File: src/rtl/mips_multi_pkg.sv
// Shared definitions for the multicycle MIPS control path.
//   - state_t    : 4-bit state codes of the control FSM
//   - OP_*       : opcode values (IR[31:26]) the control decodes
//   - ALUOP_*, SRCB_*, PCSRC_* : select encodings driven onto the datapath
package mips_multi_pkg;

   typedef enum logic [3:0] {
      S_FETCH   = 4'd0,
      S_DECODE  = 4'd1,
      S_MEMADR  = 4'd2,
      S_MEMRD   = 4'd3,
      S_MEMWB   = 4'd4,
      S_MEMWR   = 4'd5,
      S_RTYPEEX = 4'd6,
      S_RTYPEWB = 4'd7,
      S_BEQEX   = 4'd8,
      S_JEX     = 4'd9,
      S_ADDIEX  = 4'd10,
      S_ADDIWB  = 4'd11,
      S_ILLEGAL = 4'd12
   } state_t;

   localparam logic [5:0] OP_RTYPE = 6'd0;
   localparam logic [5:0] OP_J     = 6'd2;
   localparam logic [5:0] OP_BEQ   = 6'd4;
   localparam logic [5:0] OP_ADDI  = 6'd8;
   localparam logic [5:0] OP_LW    = 6'd35;
   localparam logic [5:0] OP_SW    = 6'd43;

   localparam logic [1:0] ALUOP_ADD   = 2'd0;
   localparam logic [1:0] ALUOP_SUB   = 2'd1;
   localparam logic [1:0] ALUOP_FUNCT = 2'd2;

   localparam logic [1:0] SRCB_B      = 2'd0;
   localparam logic [1:0] SRCB_FOUR   = 2'd1;
   localparam logic [1:0] SRCB_IMM    = 2'd2;
   localparam logic [1:0] SRCB_IMMSH  = 2'd3;

   localparam logic [1:0] PCSRC_ALU    = 2'd0;
   localparam logic [1:0] PCSRC_ALUOUT = 2'd1;
   localparam logic [1:0] PCSRC_JUMP   = 2'd2;

endpackage

File: src/rtl/control_multi.sv
// Control FSM for the multicycle MIPS datapath (shared instruction/data
// memory, IR, MDR, A/B/ALUOut). Each instruction takes 3-5 states plus one
// extra cycle per memory-wait cycle.
// Ports:
//   clk, reset (async, active low)
//   opcode     : IR[31:26], used in DECODE and MEMADR
//   mem_ready  : memory finished the current access this cycle
//   PCWrite, PCWriteCond, IorD, MemRead, MemWrite, MemtoReg, IRWrite,
//   PCSource, ALUOp, ALUSrcA, ALUSrcB, RegWrite, RegDst : datapath controls
//   illegal    : unsupported opcode seen (held until reset)
//   state      : current state code
module control_multi
   import mips_multi_pkg::*;
#(
   parameter bit USE_MEM_READY = 1'b1
) (
   input  logic       clk,
   input  logic       reset,
   input  logic [5:0] opcode,
   input  logic       mem_ready,
   output logic       PCWrite,
   output logic       PCWriteCond,
   output logic       IorD,
   output logic       MemRead,
   output logic       MemWrite,
   output logic       MemtoReg,
   output logic       IRWrite,
   output logic [1:0] PCSource,
   output logic [1:0] ALUOp,
   output logic       ALUSrcA,
   output logic [1:0] ALUSrcB,
   output logic       RegWrite,
   output logic       RegDst,
   output logic       illegal,
   output logic [3:0] state
);

   state_t state_q, state_d;
   logic   mem_rdy;

   assign mem_rdy = USE_MEM_READY ? mem_ready : 1'b1;
   assign state   = state_q;

   always_ff @(posedge clk or negedge reset) begin
      if (!reset) state_q <= S_FETCH;
      else        state_q <= state_d;
   end

   always_comb begin
      state_d = state_q;
      case (state_q)
         S_FETCH:   if (mem_rdy) state_d = S_DECODE;
         S_DECODE: begin
            case (opcode)
               OP_LW, OP_SW: state_d = S_MEMADR;
               OP_RTYPE:     state_d = S_RTYPEEX;
               OP_BEQ:       state_d = S_BEQEX;
               OP_J:         state_d = S_JEX;
               OP_ADDI:      state_d = S_ADDIEX;
               default:      state_d = S_ILLEGAL;
            endcase
         end
         // IR can only hold lw/sw here; anything else means it was corrupted.
         S_MEMADR: begin
            if      (opcode == OP_LW) state_d = S_MEMRD;
            else if (opcode == OP_SW) state_d = S_MEMWR;
            else                      state_d = S_ILLEGAL;
         end
         S_MEMRD:   if (mem_rdy) state_d = S_MEMWB;
         S_MEMWB:   state_d = S_FETCH;
         S_MEMWR:   if (mem_rdy) state_d = S_FETCH;
         S_RTYPEEX: state_d = S_RTYPEWB;
         S_RTYPEWB: state_d = S_FETCH;
         S_BEQEX:   state_d = S_FETCH;
         S_JEX:     state_d = S_FETCH;
         S_ADDIEX:  state_d = S_ADDIWB;
         S_ADDIWB:  state_d = S_FETCH;
         S_ILLEGAL: state_d = S_ILLEGAL;
         default:   state_d = S_ILLEGAL;
      endcase
   end

   // Outputs are gated by reset so strobes drop the moment reset falls,
   // even though the cleared state (FETCH) would otherwise assert MemRead.
   always_comb begin
      PCWrite     = 1'b0;
      PCWriteCond = 1'b0;
      IorD        = 1'b0;
      MemRead     = 1'b0;
      MemWrite    = 1'b0;
      MemtoReg    = 1'b0;
      IRWrite     = 1'b0;
      PCSource    = PCSRC_ALU;
      ALUOp       = ALUOP_ADD;
      ALUSrcA     = 1'b0;
      ALUSrcB     = SRCB_B;
      RegWrite    = 1'b0;
      RegDst      = 1'b0;
      illegal     = 1'b0;
      if (reset) begin
         case (state_q)
            S_FETCH: begin
               MemRead = 1'b1;
               ALUSrcB = SRCB_FOUR;
               // PC+4 and IR load only in the cycle the fetch completes.
               IRWrite = mem_rdy;
               PCWrite = mem_rdy;
            end
            S_DECODE:  ALUSrcB = SRCB_IMMSH;
            S_MEMADR: begin
               ALUSrcA = 1'b1;
               ALUSrcB = SRCB_IMM;
            end
            S_MEMRD: begin
               MemRead = 1'b1;
               IorD    = 1'b1;
            end
            S_MEMWB: begin
               RegWrite = 1'b1;
               MemtoReg = 1'b1;
            end
            S_MEMWR: begin
               MemWrite = 1'b1;
               IorD     = 1'b1;
            end
            S_RTYPEEX: begin
               ALUSrcA = 1'b1;
               ALUOp   = ALUOP_FUNCT;
            end
            S_RTYPEWB: begin
               RegWrite = 1'b1;
               RegDst   = 1'b1;
            end
            S_BEQEX: begin
               ALUSrcA     = 1'b1;
               ALUOp       = ALUOP_SUB;
               PCWriteCond = 1'b1;
               PCSource    = PCSRC_ALUOUT;
            end
            S_JEX: begin
               PCWrite  = 1'b1;
               PCSource = PCSRC_JUMP;
            end
            S_ADDIEX: begin
               ALUSrcA = 1'b1;
               ALUSrcB = SRCB_IMM;
            end
            S_ADDIWB:  RegWrite = 1'b1;
            S_ILLEGAL: illegal  = 1'b1;
            default: ;
         endcase
      end
   end

endmodule

File: config.mk
export PLATFORM = sky130hd
export DESIGN_NAME = control_multi
export DESIGN_NICKNAME = d
export VERILOG_FILES = /design/src/rtl/mips_multi_pkg.sv /design/src/rtl/control_multi.sv
export SDC_FILE = /design/constraint.sdc
export NUM_CORES = 1
export LEC_CHECK = 0
export CAP_MARGIN = 20
export CORE_MARGIN = 5
export CORE_UTILIZATION = 36
export CTS_BUF_LIST = sky130_fd_sc_hd__clkbuf_2 sky130_fd_sc_hd__clkbuf_4 sky130_fd_sc_hd__clkbuf_8
export CTS_CLUSTER_SIZE = 30
export DETAILED_ROUTE_END_ITERATION = 10
export PLACE_DENSITY = 0.84
export SLEW_MARGIN = 10
export SYNTH_ARGS = -nofsm -noshare
export SYNTH_HDL_FRONTEND = slang
export SYNTH_SLANG_ARGS = --single-unit
File: constraint.sdc
create_clock -name clk -period 1.3 [get_ports clk]
set_input_delay 0.325 -clock clk [delete_from_list [all_inputs] [get_ports clk]]
set_output_delay 0.325 -clock clk [all_outputs]
set_load 0.005 [all_outputs]
==> run metrics, run 1 <==
status=aborted with a tool error; Fail Step=global routing (5_1_grt); Error=[ERROR DPL-0038] Utilization greater than 100%, impossible to legalize; ys async rst share=100%; area fraction of the dominant cell type after synthesis=17.0%; Post-synth EDFFs=0; worst_ep grt=PCWriteCond; CTS Buf Count=3; Sink Count=4; hold-fix buffers at CTS=0; Synth Net Count=92; post-synthesis cell count=83; Final Wtd Congestion=0.891; synth warn=0; DP HPWL=1910 um; Initial Util=38.7%; synthesized area=589 um^2; I/O Buffers=29; Synth area leader=dfrtp_1; ys flop type=dfrtp_1; post-synth cell types=34; Top Ports=30; Yosys reg bits=4; Seq/Total Area, Yosys=17.0%; clock buffer depth=2; Synth area leaders=dfrtp_1, nand2b_1, a21oi_1; Mean Syn Cell Area=7.10 um^2; row count=14; Worst endpoint type=top-level output; die height=50.5 um; CTS Root Cell=clkbuf_4; # H-tree levels=1; largest net degree at the start of global routing=11; Die Wd=50.5 um; synth cell count leaders=a21oi_1, nor2_1, nor3_1, nand2b_1
## what timing repair did
action | in CTS
pin swaps | 17
endpoints found under the hold margin | 0
setup buffers | 20
setup endpoints to repair | 25
resized for setup | 147
## through the flow
step	setup WS (ps)	std cells	utilization, %	instance area, um^2	TNS [ps]
CTS	-419	178	95.3	1450	-6860
floorplan	-67.3	83	-	652	-215
global placement	-838	156	77.4	1180	-15040
detailed placement	-890	156	77.4	1180	-15910
## cells by family after synthesis
| logic type | share of synthesized area [%] |
|---|---|
| AOI/OAI and AO/OA | 27.8 |
| xor gates and xnor gates | 2.97 |
| adders and majority gates | 1.91 |
| buffers and inverters | 8.28 |
| DFF | 17.0 |
| and+or+nand+nor | 42.0 |
==> run 2: changes to the inputs <==
==> config.mk (replaced) <==
export PLATFORM = sky130hd
export DESIGN_NAME = control_multi
export DESIGN_NICKNAME = d
export VERILOG_FILES = /design/src/rtl/mips_multi_pkg.sv /design/src/rtl/control_multi.sv
export SDC_FILE = /design/constraint.sdc
export NUM_CORES = 1
export LEC_CHECK = 0
export CAP_MARGIN = 20
export CORE_AREA = 5 5 66 68
export DETAILED_ROUTE_END_ITERATION = 10
export DIE_AREA = 0 0 71 73
export PLACE_DENSITY_LB_ADDON = 0.15
export SLEW_MARGIN = 10
export SYNTH_ARGS = -nofsm -noshare
export SYNTH_HDL_FRONTEND = slang
export SYNTH_SLANG_ARGS = --single-unit
==> constraint.sdc (replaced) <==
create_clock -name clk -period 1.69 [get_ports clk]
set_input_delay 0.4225 -clock clk [delete_from_list [all_inputs] [get_ports clk]]
set_output_delay 0.4225 -clock clk [all_outputs]
set_load 0.005 [all_outputs]
==> run metrics, run 2 <==
status=complete, but fails checks; failing checks=negative setup slack; kind of critical path=reg -> out; post-synth cell types=34; Fmax=552 MHz; GRT Util Overall=10.8%; total core area=3800 um^2; vias in the first global route=1,007; dpl cell area=1160 um^2; design area=1530 um^2; endpoints failing setup=16; pins over their slew limit=0; DRC violations left=0; clk_lat worst skew=210 ps; most frequent cells in the layout=buf_4, buf_6, buf_2; area fraction of the dominant cell type after synthesis=17.0%; Design Power=0.000369 W; Synth area leaders=dfrtp_1, nand2b_1, a21oi_1; die area=5180 um^2; Worst-path clk slew=30 ps; n_diodes=0; Post-Synth Adder-Cell Area=1.91%; fin util=40.2%; DR vias=962; most common cell after layout, fill and taps aside=buf_4; register share of total power=26.1%; grt ovf=0; r2r startpoint=state[1]$_DFFE_PN0P_; CP required=1270 ps; CTS Buf Count=3; row count=23; RSZ-0062 raised after global routing=yes; Startpoint Class=flop; number of detailed-route iterations in the first pass=4; # H-tree levels=1; final antenna-violating net count=0; Worst Setup End Kind=primary output; Top Ports=30; die height=73 um; layout cell share with drive strength beyond 1=67.3%; Final nets=173; WL final=2760 um; max FFs per register=4; Slowest-stage cell, CP=dfrtp_2; post-synthesis cell count=83; post-layout min period=1810 ps; CP Max Fanout=5; Sw Share=21.3%; Switch Pwr=0.0000788 W; reg2reg setup slack=-50 ps; clock share of power=53.2%; worst reg2reg path depth=11; Sink Count=4; Synth Area in XOR/XNOR=2.97%; CTS Root Cell=clkbuf_8; Crit path arrival time=1390 ps; main combinational cell family by area after synthesis=simple AND/OR/NAND/NOR gates; WL/cell=13.0 um; CP max stage delay=420 ps; measured slew at the worst slew-check pin=312 ps; Yosys reg bits=4; PwrDens=242 nW/um^2; Final Wtd Congestion=0.753; Mean Syn Cell Area=7.10 um^2; endpoints failing hold=0; hold-fix buffers at CTS=0; Lkg Pwr=0.710 nW; synth cell count leaders=a21oi_1, nor2_1, nor3_1, nand2b_1; Synth Net Count=92; Seq/Total Area, Yosys=17.0%; DP HPWL=1980 um; number of DRC markers in iteration 0=18; Worst Hold Class=in -> async; mux contribution to synthesized area=0%; Initial Util=15.5%; worst setup slack after layout=-123 ps; Die Wd=71 um; Final period util=107%; area delta synth->final=159%; first-pass GRT wire length=4620 um; Max Cap Viol=0; ys flop type=dfrtp_1; Final Skew=3.46 ps; ys async rst share=100%; Rel. slew slack=79.1%; worst vdd ir=0.000189 V; Post-synth EDFFs=0; R2R Path End=state[3]$_DFFE_PN0P_; Synth area leader=dfrtp_1; TritonCTS clock tree=yes; crit path from=state[1]$_DFFE_PN0P_; Internal Power=0.000290 W; final setup TNS=-884 ps; vias per cell=4.54; initial antenna violation count=0; Simple-Gate Fraction of Synth Area=42.0%; Synth Area in Compound Gates=27.8%; crit path cell chain=buf_4 > nor2b_4 > buf_6 > nor3_4 > a31oi_1 > nor2b_1 > buf_2; synth warn=0; I/O Buffers=29; dpl ws=-782 ps; clock buffer depth=2; largest net degree at the start of global routing=12; synthesized area=589 um^2; Comb pwr share=20.7%
run 2: how the worst max path moves through the flow:
stage | to | cells after the start
2_1_floorplan | PCSource[0] | 3
3_3_place_gp | PCWrite | 6
3_5_place_dp | PCWrite | 6
4_1_cts | PCWrite | 5
5_1_grt | PCWrite | 5
6_report | RegWrite | 7
run 2: per-stage QoR:
stage / std cells / hold slack [ps]
floorplan: 83 / 127
detailed placement: 190 / 772
finish: 212 / 281
CTS: 209 / 266
global route: 212 / 286
global placement: 190 / 768
run 2: power by group through the flow:
stage / sequential (W) / clock, W / combinational [W]
final: 0.0000965 / 0.000196 / 0.0000765
after global routing: 0.0000964 / 0.000214 / 0.0000840
after CTS: 0.0000965 / 0.000203 / 0.0000748
after detailed placement: 0.0000975 / 0 / 0.0000730
after global placement: 0.0000975 / 0 / 0.0000728
after floorplan: 0.0000975 / 0 / 0.0000135
run 2: final cells by class:
class | instances | area [um^2]
clock buffers | 3 | 41.3
multi-input cells | 70 | 634
inverters | 4 | 17.5
well taps | 50 | 62.6
repair buffers | 81 | 668
flip-flops and latches | 4 | 104
fillers | 404 | 2270
run 2: timing repair:
action | in CTS | in global routing
setup buffers | 21 | 4
pin swaps | 8 | 12
endpoints found under the hold margin | 0 | 0
setup endpoints to repair | 24 | 21
resized for setup | 113 | 25
run 2: worst max-delay path: cells and delay by family (launching register included):
| kind | cells | cell delay, ps |
|---|---|---|
| AOI/OAI and AO/OA | 1 | 150 |
| DFF | 1 | 420 |
| and+or+nand+nor | 3 | 220 |
| buffers and inverters | 3 | 380 |
run 2: cells by family after synthesis:
family | Yosys count
AND/OR/NAND/NOR | 44
AO/OA/AOI/OAI | 23
buffers and inverters | 9
flip-flops | 4
XOR/XNOR | 2
adder cells (fa/ha/maj) | 1
run 2: layer usage:
metal	share of wire, %	wire length (um)	global-route usage [%]	up-vias
met3	5.0	139	2.62	0
met2	53	1450	19.8	27
met5	0	0	0	-
met4	0	0	2.30	0
met1	42	1170	12.7	455
li1	-	-	-	480
No activity file was read; power rests on OpenSTA's default activity.
==> run 3: changes to the inputs <==
--- a/config.mk
+++ b/config.mk
@@ -6,10 +6,11 @@
 export NUM_CORES = 1
 export LEC_CHECK = 0
 export CAP_MARGIN = 20
-export CORE_AREA = 5 5 66 68
+export CORE_AREA = 2 2 63 65
 export DETAILED_ROUTE_END_ITERATION = 10
-export DIE_AREA = 0 0 71 73
+export DIE_AREA = 0 0 65 67
 export PLACE_DENSITY_LB_ADDON = 0.15
+export SKIP_CTS_REPAIR_TIMING = 1
 export SLEW_MARGIN = 10
 export SYNTH_ARGS = -nofsm -noshare
 export SYNTH_HDL_FRONTEND = slang
==> run metrics, run 3 (synthesis gave the netlist of run 2 again) <==
status=complete, but fails checks; failing checks=negative setup slack; clk_lat worst skew=220 ps; n_diodes=0; max FFs per register=4; CP max stage delay=430 ps; CP top delay family=flip-flops; Slowest-stage cell, CP=dfrtp_2; I/O Buffers=29; Layout fillers=375; worst vdd ir=0.000450 V; total core area=3610 um^2; kind of critical path=reg -> out; CP Max Fanout=4; Fmax=536 MHz; clock buffer depth=2; Startpoint Class=flop; # H-tree levels=1; vias in the first global route=861; die area=4360 um^2; Sink Count=4; vias per cell=4.61; endpoints failing setup=15; area delta synth->final=177%; grt ovf=0; worst setup slack after layout=-175 ps; WL/cell=13.3 um; Design Power=0.000383 W; layout cell share with drive strength beyond 1=64.6%; Max Cap Viol=0; final antenna-violating net count=0; CP required=1270 ps; Worst Setup End Kind=primary output; row count=22; endpoints failing hold=0; DP HPWL=1970 um; Buf+Inv Stages, Crit Path=3; RSZ-0062 raised after global routing=yes; Die Wd=65 um; TritonCTS clock tree=yes; Rel. slew slack=81.1%; PwrDens=234 nW/um^2; Top Ports=30; pins over their slew limit=0; CTS Buf Count=3; GRT Util Overall=11.7%; DR vias=978; Worst-path clk slew=30 ps; measured slew at the worst slew-check pin=284 ps; most frequent cells in the layout=buf_4, buf_6, dlymetal6s2s_1; WL final=2830 um; Lkg Pwr=0.800 nW; Crit path arrival time=1440 ps; die height=67 um; Initial Util=16.3%; initial antenna violation count=0; number of DRC markers in iteration 0=11; first-pass GRT wire length=3970 um; number of detailed-route iterations in the first pass=4; most common cell after layout, fill and taps aside=buf_4; Hold Worst Slack=229 ps; CTS Root Cell=clkbuf_8; post-layout min period=1870 ps; Final Wtd Congestion=0.865; largest net degree at the start of global routing=12; Final nets=175; crit path cell chain=nand2b_4 > buf_6 > nor4_4 > buf_4 > clkbuf_2; Worst Hold Class=in -> async; Final Skew=4.27 ps; Final period util=110%; DRC violations left=0
-- run 3: where the power goes --
group	internal (W)	leakage (nW)	switching [W]
registers	0.0000964	0.0415	0
clock network	0.000152	0.0216	0.0000497
logic	0.0000485	0.737	0.0000367
-- run 3: worst paths after layout --
check	slack, ps	cells after the start	endpoint	start
min in group clk	740	3	state[3]$_DFFE_PN0P_	state[3]$_DFFE_PN0P_
setup / recovery	-180	5	PCWriteCond	state[1]$_DFFE_PN0P_
hold / removal	230	2	state[0]$_DFFE_PN0P_	reset
setup reg to reg	0	8	state[0]$_DFFE_PN0P_	state[1]$_DFFE_PN0P_
hold reg to reg	740	3	state[3]$_DFFE_PN0P_	state[3]$_DFFE_PN0P_
max in group asynchronous	1320	2	state[3]$_DFFE_PN0P_	reset
-- run 3: final cells by class --
cell class,count,area (um^2),area share [%]
tap,48,60.1,3.68
clock buffer,3,41.3,2.53
inverter,4,22.5,1.38
sequential,4,105,6.43
timing repair buffer,83,771,47.2
multi-input combinational,70,634,38.8
-- run 3: through the flow --
| stage | std cells | area, um^2 | TNS, ps | util [%] | setup WS, ps |
|---|---|---|---|---|---|
| CTS | 193 | 1210 | -11190 | 33.6 | -741 |
| floorplan | 83 | 589 | 0 | - | 76.3 |
| finish | 212 | 1630 | -1600 | 45.3 | -175 |
| global placement | 190 | 1170 | -11660 | 32.4 | -719 |
| detailed placement | 190 | 1170 | -11610 | 32.4 | -741 |
| global route | 212 | 1630 | -2690 | 45.3 | -240 |
-- run 3: per-layer routing --
metal	GRT usage [%]	up-vias	share of wire, %
met5	0	-	0
met4	2.39	0	0.46
met3	2.20	2	3.3
met2	19.7	31	51
met1	15.4	460	46
li1	-	485	-
==> patch 1, RTL diff (config.mk and constraints of run 3) <==
`USE_MEM_READY`: 1'b1 -> 1'b0.
--- a/src/rtl/control_multi.sv
+++ b/src/rtl/control_multi.sv
@@ -13,5 +13,5 @@
    import mips_multi_pkg::*;
 #(
-   parameter bit USE_MEM_READY = 1'b1
+   parameter bit USE_MEM_READY = 1'b0
 ) (
    input  logic       clk,
Behaviour: not the same (a bounded check fails within 4 cycles, from zero or initial values and one cycle with reset low).
==> patch 1 against run 3 <==
The flow still finishes with violations (setup timing); sequential cell count unchanged; core utilization down 11 points; critical path depth up 1; routed wire length down 24%; register-to-register slack better by 150 ps; synthesized area down 11%; synthesized cell count down 12%; cell area down 23%; setup slack worse by 84 ps.
Power is left out: it rests on default switching activity, and per cell area and clock period it moved more than threefold.
==> patch 1: results (changes against run 3) <==
[detailed_routing]
avgViaCountPerCell=4.126  ; was 4.613
wl_met3_um=126  ; was 94 um
drt_iter0_drc=9  ; was 11
top_layer=met3  ; was met4
vias=788  ; was 978
wl_per_cell_um=11.25  ; was 13.33 um
wl_met2_mm=1.093  ; was 1.429 mm

[global_route]
grt_pass1_vias=689  ; was 861
met2_usage_pct=16.62  ; was 19.72%
grt_pass1_wl_mm=3.091  ; was 3.974 mm
grt_start_max_net_pins=14  ; was 12

[timing]
finalClockSkew_ps=2.322  ; was 4.274 ps
fin_ws_ps=-258.6  ; was -175.0 ps
tns_ps=-1070  ; was -1599 ps
tightest_slew_ps=306.3  ; was 283.5 ps
setup_viol=7  ; was 15

[place]
gp_congestion=0.7693  ; was 0.8645
port_buffers=28  ; was 29
pre_cts_ws_ps=-619.7  ; was -740.6 ps
place_inst=170  ; was 190
postPlaceCellArea_sq_mm=0.001026  ; was 0.001169 sq mm
dp_hpwl_mm=1.550  ; was 1.966 mm

[layout]
buffers=74  ; was 83
multi_input_area_share_pct=35.89  ; was 38.82%
inverters=0  ; was 4
drive_gt1_share_pct=56.64  ; was 64.63%
final_nets=154  ; was 175
diodes=0  ; unchanged
n_fill_cell=391  ; was 375
nMultiInputCombCells=62  ; was 70
clock_area_share_pct=3.290  ; was 2.527%

[setup_path]
arrival_ps=1530  ; was 1440 ps
crit_start=state[3]$_DFF_PN0_  ; was state[1]$_DFFE_PN0P_
r2r_start=state[0]$_DFF_PN0_  ; was state[1]$_DFFE_PN0P_

[status]
status=finished, violations left  ; unchanged
violations=setup timing  ; unchanged

[min_path]
min_path_type=in2async  ; unchanged

[clock_network]
htreeDepth=1  ; unchanged

[synthesis]
synth_cells=73  ; was 83
yosysSeqAreaShare_pct=19.18  ; was 16.99%
syn-num-nets=82  ; was 92
synth_cell_types=30  ; was 34
netlist_top_cells_count=13 x nor2_1, 5 x nand2_1, 5 x nand2b_1, 5 x nor3_1  ; was 7 x a21oi_1, 7 x nor2_1, 7 x nor3_1
synth.top_cells.by_area=dfrtp_1 19%, nor2_1 9.4%, nand2b_1 6.0%, nor3_1 4.8%, buf_2 3.8%  ; was dfrtp_1 17%, nand2b_1 6.4%, a21oi_1 5.9%, nor3_1 5.9%, buf_4 5.1%

[patch 1: logic make-up (layout without fill, tap and decap cells)]
| family | count (synthesis) | after routing | synth area share [%] |
|---|---|---|---|
| AND/OR/NAND/NOR | 43 | 43 | 44.13 |
| XOR/XNOR | 4 | 4 | 6.716 |
| AO/OA/AOI/OAI | 15 | 15 | 21.10 |
| buffers and inverters | 7 | 77 | 8.872 |
| flip-flops | 4 | 4 | 19.19 |
[patch 1: path summary, 6_finish.rpt]
path	end	slack, ps
setup / recovery	illegal	-260
hold / removal	state[0]$_DFF_PN0_	360
setup reg to reg	state[3]$_DFF_PN0_	150
hold reg to reg	state[0]$_DFF_PN0_	790
max in group asynchronous	state[3]$_DFF_PN0_	1220
min in group clk	state[0]$_DFF_PN0_	790
[patch 1: worst max-delay path: stages (launching register included)]
cell            delay, ps
dfrtp_2               440
buf_4                 150
buf_4                 140
and2_4                150
buf_4                 140
and3_1                150
dlymetal6s2s_1        140
==> patch 2, RTL diff (flow settings as in run 3) <==
Made on the original files. Make the reset (`reset`) synchronous in one clocked block. Comments in the files are not updated.
--- a/src/rtl/control_multi.sv
+++ b/src/rtl/control_multi.sv
@@ -42,5 +42,5 @@
    assign state   = state_q;
 
-   always_ff @(posedge clk or negedge reset) begin
+   always_ff @(posedge clk) begin
       if (!reset) state_q <= S_FETCH;
       else        state_q <= state_d;
Function: differs if reset is asserted again (counterexample within 4 cycles, from zero or initial values and one cycle with reset low); with reset held inactive, the same outputs for 10 cycles.
==> patch 2 against run 3 <==
The run still ends with setup timing left; global-route usage down 0.65 points; setup slack lost 38 ps; sequential cell count did not move; cell area down 11%; worst hold slack better by 440 ps; routed wire length decreased by 5.2%; synthesized area up 6.2%; highest routed layer unchanged.
Power is left out: it rests on default switching activity, and per cell area and clock period it moved more than threefold.
==> patch 2: results (changes against run 3) <==
[detailed_routing]
drt_wl_total_mm=2.678  ; was 2.826 mm
vias=958  ; was 978
drt_iter0_drc=32  ; was 11

[layout]
final_nets=177  ; was 175
drive_gt1_share_pct=50.00  ; was 64.63%
n_fill_cell=371  ; was 375

[min_path]
min_path_type=reg2reg  ; was in2async

[timing]
tns_ps=-573.9  ; was -1599 ps
tightest_slew_ps=352.7  ; was 283.5 ps
fin_ws_ps=-212.8  ; was -175.0 ps
setup_viol=5  ; was 15
finalClockSkew_ps=2.888  ; was 4.274 ps

[synthesis]
netlist_top_cells_count=15 x nor2_1, 8 x nand2_1, 7 x o21ai_0  ; was 7 x a21oi_1, 7 x nor2_1, 7 x nor3_1
synth_cell_types=42  ; was 34
synth.top_cells.by_area=dfxtp_1 13%, nor2_1 9.0%, nand2b_1 6.0%, o21ai_0 5.6%, nand2_1 4.8%  ; was dfrtp_1 17%, nand2b_1 6.4%, a21oi_1 5.9%, nor3_1 5.9%, buf_4 5.1%
yosysSeqAreaShare_pct=12.80  ; was 16.99%
syn-num-nets=103  ; was 92
async_reset_ff_share_pct=0  ; was 100.0%
synth_top_area_share_pct=12.80  ; was 16.99%

[status]
violations=setup timing  ; unchanged
status=finished, violations left  ; unchanged

[setup_path]
crit_slowest_cell=or3b_4  ; was dfrtp_2
arrival_ps=1480  ; was 1440 ps
worst_path_largest_cell_delay_ps=400  ; was 430 ps
crit_fanout=3  ; was 4

[global_route]
grt_pass1_vias=839  ; was 861
grt_start_max_net_pins=18  ; was 12
grt_pass1_wl_mm=3.808  ; was 3.974 mm
track_usage_pct=11.03  ; was 11.68%

[place]
gp_congestion=0.8542  ; was 0.8645
dp_hpwl_mm=1.936  ; was 1.966 mm

[clock_network]
worstSkewPairLatency_ps=220  ; about the same

==> patch 2: worst max-delay path: cells and delay by family, from the launching register on <==
kind / cells / cell delay (ps)
buf+inv: 1 / 110
flops: 1 / 330
simple gates: 3 / 820
==> patch 2: worst paths after layout <==
check | start | end | slack (ps) | cells past startpoint
max | state[2]$_SDFFE_PN0P_ | PCWrite | -210 | 4
min | state[1]$_SDFFE_PN0P_ | state[1]$_SDFFE_PN0P_ | 670 | 3
max reg2reg | state[1]$_SDFFE_PN0P_ | state[3]$_SDFFE_PN0P_ | 80 | 6
min reg2reg | state[1]$_SDFFE_PN0P_ | state[1]$_SDFFE_PN0P_ | 670 | 3
==> patch 2: kinds of logic (layout without fill, tap and decap cells) <==
kind of cell / Yosys count / in the layout / synth area share [%]
compound gates: 22 / 22 / 24.40
flops: 4 / 4 / 12.80
simple gates: 56 / 56 / 50.80
xor+xnor: 3 / 3 / 4.201
buf+inv: 9 / 81 / 7.799
==> patch 2: cell type report <==
type	instances	share of cell area, %
multi-input cells	81	40.53
clock buffers	3	2.828
flip-flops and latches	4	6.170
inverters	1	0.2571
well taps	48	4.113
repair buffers	77	46.10
==> patch 2: layer usage <==
metal	global-route usage, %	routed length, um	vias to the layer above
li1	-	-	484
met1	13.08	1181	434
met2	20.49	1319	33
met3	2.027	118	7
met4	2.394	58	0
met5	0	0	-
==> patch 2: through the flow <==
stage	area (sq um)	hold slack [ps]	worst slack, ps	cells
final	1460	669.1	-212.8	214
after global routing	1460	701.0	-247.5	214
after CTS	1239	808.3	-926.6	200
after detailed placement	1197	804.3	-926.6	197
after global placement	1197	801.5	-907.9	197
after floorplan	636.9	603.2	-8.228	94
